File: src/rtl/axicb_mst_switch_wr.sv
// Per-slave write switch: AW arbitration, grant FIFO for W ordering, B routing by ID.
// Define AXICB_MST_WR_RR_EN for round-robin AW arbitration; default is fixed priority.
module axicb_mst_switch_wr #(
  parameter int                  AXI_ID_W       = 8,
  parameter int                  MST_NB         = 4,
  parameter logic [AXI_ID_W-1:0] MST0_ID_MASK   = 'h00,
  parameter logic [AXI_ID_W-1:0] MST1_ID_MASK   = 'h10,
  parameter logic [AXI_ID_W-1:0] MST2_ID_MASK   = 'h20,
  parameter logic [AXI_ID_W-1:0] MST3_ID_MASK   = 'h30,
  parameter logic [AXI_ID_W-1:0] ID_SEL_MASK    = 'h30,
  parameter int                  GNT_FIFO_DEPTH = 16,
  parameter int                  AWCH_W         = 8,
  parameter int                  WCH_W          = 8,
  parameter int                  BCH_W          = 10
) (
  input  logic                     aclk,
  input  logic                     srst,
  input  logic [MST_NB-1:0]        i_awvalid,
  output logic [MST_NB-1:0]        i_awready,
  input  logic [MST_NB*AWCH_W-1:0] i_awch,
  input  logic [MST_NB-1:0]        i_wvalid,
  output logic [MST_NB-1:0]        i_wready,
  input  logic [MST_NB-1:0]        i_wlast,
  input  logic [MST_NB*WCH_W-1:0]  i_wch,
  output logic [MST_NB-1:0]        i_bvalid,
  input  logic [MST_NB-1:0]        i_bready,
  output logic [BCH_W-1:0]         i_bch,
  output logic                     o_awvalid,
  input  logic                     o_awready,
  output logic [AWCH_W-1:0]        o_awch,
  output logic                     o_wvalid,
  input  logic                     o_wready,
  output logic                     o_wlast,
  output logic [WCH_W-1:0]         o_wch,
  input  logic                     o_bvalid,
  output logic                     o_bready,
  input  logic [BCH_W-1:0]         o_bch
);

  localparam int PW = $clog2(GNT_FIFO_DEPTH);
  localparam int CW = PW + 1;

  localparam logic [AXI_ID_W-1:0] ID_MASK [4] = '{
    MST0_ID_MASK, MST1_ID_MASK, MST2_ID_MASK, MST3_ID_MASK
  };

  typedef enum logic {
    IDLE,
    HOLD
  } aw_state_e;

  aw_state_e         state_q;
  logic [MST_NB-1:0] gnt_q;
  logic [MST_NB-1:0] arb_gnt;
  logic [MST_NB-1:0] aw_gnt;
  logic              aw_hs;

  logic [MST_NB-1:0] fifo_q [GNT_FIFO_DEPTH];
  logic [PW-1:0]     wr_ptr_q;
  logic [PW-1:0]     rd_ptr_q;
  logic [CW-1:0]     cnt_q;
  logic              fifo_full;
  logic              fifo_empty;
  logic              push;
  logic              pop;
  logic [MST_NB-1:0] w_head;

  logic [MST_NB-1:0] b_sel;
  logic              b_hit;

`ifdef AXICB_MST_WR_RR_EN
  localparam int IW = (MST_NB > 1) ? $clog2(MST_NB) : 1;

  logic [IW-1:0]       rr_q;
  logic [IW-1:0]       aw_idx;
  logic [2*MST_NB-1:0] req_dbl;
  logic [2*MST_NB-1:0] gnt_dbl;
  logic [MST_NB-1:0]   req_rot;
  logic [MST_NB-1:0]   gnt_rot;

  // Rotate requests so the search starts at rr_q, then rotate the grant back.
  assign req_dbl = {i_awvalid, i_awvalid} >> rr_q;
  assign req_rot = req_dbl[MST_NB-1:0];
  assign gnt_rot = req_rot & (~req_rot + MST_NB'(1));
  assign gnt_dbl = {{MST_NB{1'b0}}, gnt_rot} << rr_q;
  assign arb_gnt = gnt_dbl[MST_NB-1:0] | gnt_dbl[2*MST_NB-1:MST_NB];

  always_comb begin
    aw_idx = '0;
    for (int m = 0; m < MST_NB; m++) begin
      if (aw_gnt[m]) aw_idx = aw_idx | IW'(m);
    end
  end

  always_ff @(posedge aclk) begin
    if (srst) begin
      rr_q <= '0;
    end else if (aw_hs) begin
      rr_q <= (aw_idx == IW'(MST_NB-1)) ? '0 : aw_idx + 1'b1;
    end
  end
`else
  assign arb_gnt = i_awvalid & (~i_awvalid + MST_NB'(1));
`endif

  always_comb begin
    aw_gnt = '0;
    unique case (state_q)
      IDLE:    aw_gnt = fifo_full ? '0 : arb_gnt;
      HOLD:    aw_gnt = gnt_q;
      default: aw_gnt = '0;
    endcase
  end

  assign o_awvalid = |aw_gnt;
  assign i_awready = aw_gnt & {MST_NB{o_awready}};
  assign aw_hs     = o_awvalid & o_awready;

  // Grant is frozen in HOLD so payload stays stable until the slave accepts.
  always_ff @(posedge aclk) begin
    if (srst) begin
      state_q <= IDLE;
      gnt_q   <= '0;
    end else begin
      unique case (state_q)
        IDLE: begin
          if (o_awvalid && !o_awready) begin
            state_q <= HOLD;
            gnt_q   <= aw_gnt;
          end
        end
        HOLD: begin
          if (o_awready) state_q <= IDLE;
        end
        default: state_q <= IDLE;
      endcase
    end
  end

  assign fifo_full  = (cnt_q == CW'(GNT_FIFO_DEPTH));
  assign fifo_empty = (cnt_q == '0);
  assign push       = aw_hs;
  assign pop        = o_wvalid & o_wready & o_wlast;

  always_ff @(posedge aclk) begin
    if (push) fifo_q[wr_ptr_q] <= aw_gnt;
  end

  always_ff @(posedge aclk) begin
    if (srst) begin
      wr_ptr_q <= '0;
      rd_ptr_q <= '0;
      cnt_q    <= '0;
    end else begin
      if (push) wr_ptr_q <= wr_ptr_q + 1'b1;
      if (pop)  rd_ptr_q <= rd_ptr_q + 1'b1;
      unique case ({push, pop})
        2'b10:   cnt_q <= cnt_q + 1'b1;
        2'b01:   cnt_q <= cnt_q - 1'b1;
        default: cnt_q <= cnt_q;
      endcase
    end
  end

  assign w_head   = fifo_empty ? '0 : fifo_q[rd_ptr_q];
  assign o_wvalid = |(w_head & i_wvalid);
  assign o_wlast  = |(w_head & i_wlast);
  assign i_wready = w_head & {MST_NB{o_wready}};

  always_comb begin
    o_awch = '0;
    o_wch  = '0;
    for (int m = 0; m < MST_NB; m++) begin
      o_awch = o_awch | (i_awch[m*AWCH_W +: AWCH_W] & {AWCH_W{aw_gnt[m]}});
      o_wch  = o_wch  | (i_wch[m*WCH_W +: WCH_W] & {WCH_W{w_head[m]}});
    end
  end

  always_comb begin
    b_sel = '0;
    b_hit = 1'b0;
    for (int m = 0; m < MST_NB; m++) begin
      if (!b_hit && ((o_bch[0 +: AXI_ID_W] & ID_SEL_MASK) == ID_MASK[m])) begin
        b_sel[m] = 1'b1;
        b_hit    = 1'b1;
      end
    end
  end

  // Unroutable responses are drained so the slave never stalls on them.
  assign i_bvalid = b_sel & {MST_NB{o_bvalid}};
  assign o_bready = b_hit ? |(b_sel & i_bready) : 1'b1;
  assign i_bch    = o_bch;

endmodule

File: config.mk
export PLATFORM = sky130hd
export DESIGN_NAME = axicb_mst_switch_wr
export DESIGN_NICKNAME = d
export VERILOG_FILES = /design/src/rtl/axicb_mst_switch_wr.sv
export SDC_FILE = /design/constraint.sdc
export NUM_CORES = 1
export LEC_CHECK = 0
export ABC_AREA = 1
export BUFFER_PORTS_ARGS = -buffer_cell sky130_fd_sc_hd__buf_2
export CORE_ASPECT_RATIO = 1.4
export CORE_MARGIN = 3
export CORE_UTILIZATION = 52
export DETAILED_ROUTE_END_ITERATION = 8
export PLACE_DENSITY = 0.89
export SETUP_SLACK_MARGIN = 0.2
export SLEW_MARGIN = 10
export SYNTH_ARGS = -nofsm -noshare
export SYNTH_HDL_FRONTEND = slang
export SYNTH_SLANG_ARGS = --single-unit
export TNS_END_PERCENT = 5
File: constraint.sdc
create_clock -name aclk -period 2.8 [get_ports aclk]
set_clock_uncertainty 0.1 [all_clocks]
set_input_delay 0.56 -clock aclk [delete_from_list [all_inputs] [get_ports aclk]]
set_output_delay 0.56 -clock aclk [all_outputs]
set_load 0.01 [all_outputs]
# Word level (Yosys, flattened, before mapping)
# Memories as Yosys holds them, arrays and structs flattened. A register that Yosys moved wholly into a read port is not among the register bits.
# Index checks and enable logic that the tools add are counted.
# word_totals
input_bits,95
output_inout_bits,42
memories,1
register_bits,18
ramBits,64
# op_classes
n_bitwise,26
n_addsub,5
reduce_logical,16
mux,19
n_eq_ne,6
# mem_list
memory,words,word_bits,rd,rd_ports_with_merged_regs,write_ports,line_no,text
fifo_q,16,4,1,1,1,58,logic [MST_NB-1:0] fifo_q [GNT_FIFO_DEPTH];
# ops
cell,n
$and A8 B8 Y8,8
$or A8 B8 Y8,6
$and A4 B4 Y4,7
$mux W4,4
$reduce_or A4 Y1,4
$add A4 B1 Y4 const B,3
$mux W1,12
$pmux W5 S2,1
$logic_not A8 Y1,1
$pmux W4 S2,1
$eq A2 B2 Y1 const B,3
$add A5 B1 Y5 const B,1
$eq A5 B5 Y1 const B,1
$logic_not A5 Y1,1
$sub A5 B1 Y5 const B,1
$eq A2 B1 Y1 const B,2
$logic_and A1 B1 Y1,4
$logic_not A1 Y1,4
$not A4 Y4,1
$and A1 B1 Y1,3
$pmux W1 S2,1
$reduce_and A2 Y1,1
$reduce_bool A2 Y1,1
$not A1 Y1,1

# Depth between registers and ports, before layout
# depth
depth_word,14
mapped_depth,26
ltp_nobuf,24

# Worst setup path before layout
# OpenSTA, ideal clock, no wires.
# synth_path
path_type,register -> register
startpoint,register (tool-made name)
endpoint,register cnt_q[4]
arrival_time_ps,2394
setup_time_ps,109
path_stages_with_launch,24
path_slack_ps,198
cell_sequence,dfxtp_1 buf_6 inv_6 buf_8 nand2_1 nand3_1 nand3_1 nand2_1 nand2_1 nand2_1 nand3_1 nand4_2 nand2_2 inv_1 ha_1 ha_1 inv_1 nor2_1 nor2_1 nand2_1 nand2_1 nand3_1 nand2_1 inv_1
# synth_lines
element,line_no,text
end signal: assignment,158,2'b10: cnt_q <= cnt_q + 1'b1;
end signal: assignment,159,2'b01: cnt_q <= cnt_q - 1'b1;
end signal: assignment,160,default: cnt_q <= cnt_q;
end: declaration,61,logic [CW-1:0] cnt_q;

==> results.json <==
{
  "status": "complete, but fails checks",
  "violations": "negative setup slack",
  "fin_total_pwr_mw": 5.62,
  "remaining_drc_errors": 0,
  "layoutNonFillerInstCount": 754,
  "max-vdd-ir-drop_uv": 929,
  "cp-end-kind": "flop",
  "start_util_pct": 54.1,
  "rsz0062_at_grt": "yes",
  "dp_cells": 733,
  "p_leak_nw": 2.47,
  "cap_violations": 0,
  "clock_latency_ps": 340,
  "pre_cts_ws_ps": -214,
  "cp_slowest_cell": "dfxtp_4",
  "ant_nets": 0,
  "critPathKind": "flop to flop",
  "antenna_cells": 0,
  "clock_sinks": 86,
  "hp-class": "primary input to flop",
  "cts_root_buffer": "clkbuf_16",
  "cts_buffer_depth": 2,
  "place_hpwl_mm": 8.80,
  "pin_count": 137,
  "finalWirelength_mm": 13.3,
  "path_max_fanout": 8,
  "critical-path-max-stage-delay_ps": 440,
  "crit_chain": "buf_6 > buf_16 > nand2_1 > nand3_1 > nand3_1 > nand2_1 > nand2_1 > nand2_2 > nand3_2 > nand2_2 > nor2_4 > nor2_4 > nand2_2 > inv_2 > ha_4 > ha_4 > inv_2 > nor2_1 > nor2_2 > nand2_2 > nand2_2 > nand3_2 > nand2_1 > inv_1",
  "antenna_found_initial": 0,
  "ys.flop_type": "edfxtp_1",
  "reg2reg_setup_slack_ps": -110,
  "p_per_area_nw_per_um2": 996,
  "tightest_slew_ps": 482,
  "portBuffers": 120,
  "grt_start_max_net_pins": 33,
  "cts_hold_buf": 0,
  "die_h_um": 116,
  "hp-start": "srst",
  "critPathTopFamily": "simple AND/OR/NAND/NOR gates",
  "area_delta_synth_final_pct": 26.4,
  "die-area_um2": 9750,
  "grt_pass1_wl_mm": 19.7,
  "hold_viol_final": 0,
  "fp.dieW_um": 84.3,
  "drive_above_1_share_pct": 31.1,
  "cp.arrival_ps": 3050,
  "coreArea_um2": 8250,
  "first_pass_iters": 6,
  "path_common_cell": "nand2_2",
  "cts.clk_slew.worst_paths_ps": 60,
  "slew_viol_final": 0,
  "vias": 4303,
  "htree_num_levels": 3,
  "syn_area_um2": 4460,
  "crit_path_start_kind": "flop",
  "cts_buffers": 9,
  "synthArstFlopShare_pct": 0,
  "place.gp.congestion": 0.942,
  "r2r_end": "cnt_q[4]$_SDFFE_PP0P_",
  "synth_warnings": 0,
  "final_common_cell": "nand2_1",
  "post-route-period-util_pct": 104,
  "worst-path-buf-inv": 5,
  "postSynthCellCount": 522,
  "syn_nets": 625,
  "fin_nets": 750,
  "post-route-min-period_ps": 2910,
  "track_usage_pct": 25.7,
  "hold_ws_ps": 370,
  "layout_setup_ws_ps": -111,
  "yosysSeqAreaShare_pct": 52.9,
  "setup_violations": 6,
  "tritoncts": "done",
  "syn_area_per_cell_um2": 8.55,
  "min_path_cells": 2,
  "drt_iter0_markers": 661,
  "slew_headroom_pct": 67.8,
  "synth_cell_types": 34,
  "via_per_inst": 5.71,
  "final_cell_mix": "nand2_1, buf_2, edfxtp_1, nand3_1, nor2_1",
  "reg2regPathDepth": 24,
  "row_count": 39,
  "grt_overflow": 0,
  "grt_pass1_vias": 4241,
  "cp.required_ps": 2940,
  "synth_edf_count": 64,
  "hold_end": "cnt_q[0]$_SDFFE_PP0P_",
  "wl_per_cell_um": 17.7,
  "finalSetupTns_ps": -182,
  "ys_seq_elements": 86,
  "max_freq_mhz": 344
}
how the worst max path moves through the flow:
stage	from	endpoint	slack [ps]	cells past startpoint
after floorplan	flop	cnt_q[4]$_SDFFE_PP0P_	230	25
after CTS	flop	cnt_q[4]$_SDFFE_PP0P_	30	23
after global placement	flop	cnt_q[4]$_SDFFE_PP0P_	-6	23
after global routing	flop	cnt_q[4]$_SDFFE_PP0P_	-270	24
after detailed placement	flop	cnt_q[4]$_SDFFE_PP0P_	-210	23
final	flop	cnt_q[4]$_SDFFE_PP0P_	-110	24
flip-flops by register name (all words and copies together) (netlist names), named ones only:
signal	count
wr_ptr_q	4
state_q	1
cnt_q	5
rd_ptr_q	4
fifo_q	64
gnt_q	4
where the power goes:
group	leakage [nW]	switching (mW)	internal, mW
Clock	0.126	0.470	0.599
Combinational	1.58	1.83	1.09
Sequential	0.768	0.109	1.51
Total	2.47	2.41	3.20
Yosys cell counts (all sizes together) (4+ instances only):
cell	count	area share, %
inv	38	3.4
nor2	49	4.5
nand3	69	8.0
clkbuf	5	0.42
ha	8	2.2
nand2	181	16
o21ai	14	1.7
nand4	21	3.1
a21oi	13	1.5
dfxtp	22	9.9
xor2	4	0.78
buf	22	4.1
edfxtp	64	43
nor3	4	0.45
stage by stage:
stage / util, % / cell area [um2]
2_1_floorplan: - / 4470
3_3_place_gp: 62.2 / 5130
3_5_place_dp: 62.2 / 5130
4_1_cts: 66.7 / 5500
5_1_grt: 68.4 / 5640
6_report: 68.4 / 5640
worst register-to-register path, stage by stage, from the launching register on:
cell and delay (ps):
dfxtp_4 440, buf_6 150, buf_16 120, nand2_1 70, nand3_1 90, nand3_1 70, nand2_1 70, nand2_1 60
nand2_2 110, nand3_2 80, nand2_2 100, nor2_4 50, nor2_4 90, nand2_2 70, inv_2 90, ha_4 170
ha_4 210, inv_2 70, nor2_1 50, nor2_2 210, nand2_2 90, nand2_2 80, nand3_2 60, nand2_1 70
inv_1 40
cell type report:
class                           count  area, um2
Clock buffer                       12        236
Clock inverter                      4       25.0
Fill cell                         564       2610
Inverter                           38        163
Multi-Input combinational cell    371       1900
Sequential cell                    86       2370
Tap cell                          102        128
Timing Repair Buffer              139        802
Timing Repair inverter              2       25.0
cell families after synthesis:
family	share of synthesized area (%)
fa+ha+maj	2.24
flops	52.9
compound gates	3.76
xor+xnor	0.981
buf+inv	7.91
simple gates	32.2
per-layer routing:
metal | GRT usage (%) | vias to the layer above | routed length [um]
li1 | - | 1988 | -
met1 | 26.3 | 2005 | 4430
met2 | 46.9 | 247 | 7270
met3 | 5.83 | 63 | 948
met4 | 16.7 | 0 | 692
met5 | 0 | - | 0
timing repair:
action	CTS	global route
cloned	1	2
setup buffers	0	2
pin swaps	6	18
setup endpoints to repair	23	57
resized for setup	25	28
Note: power is estimated with default switching activity, not from simulation.
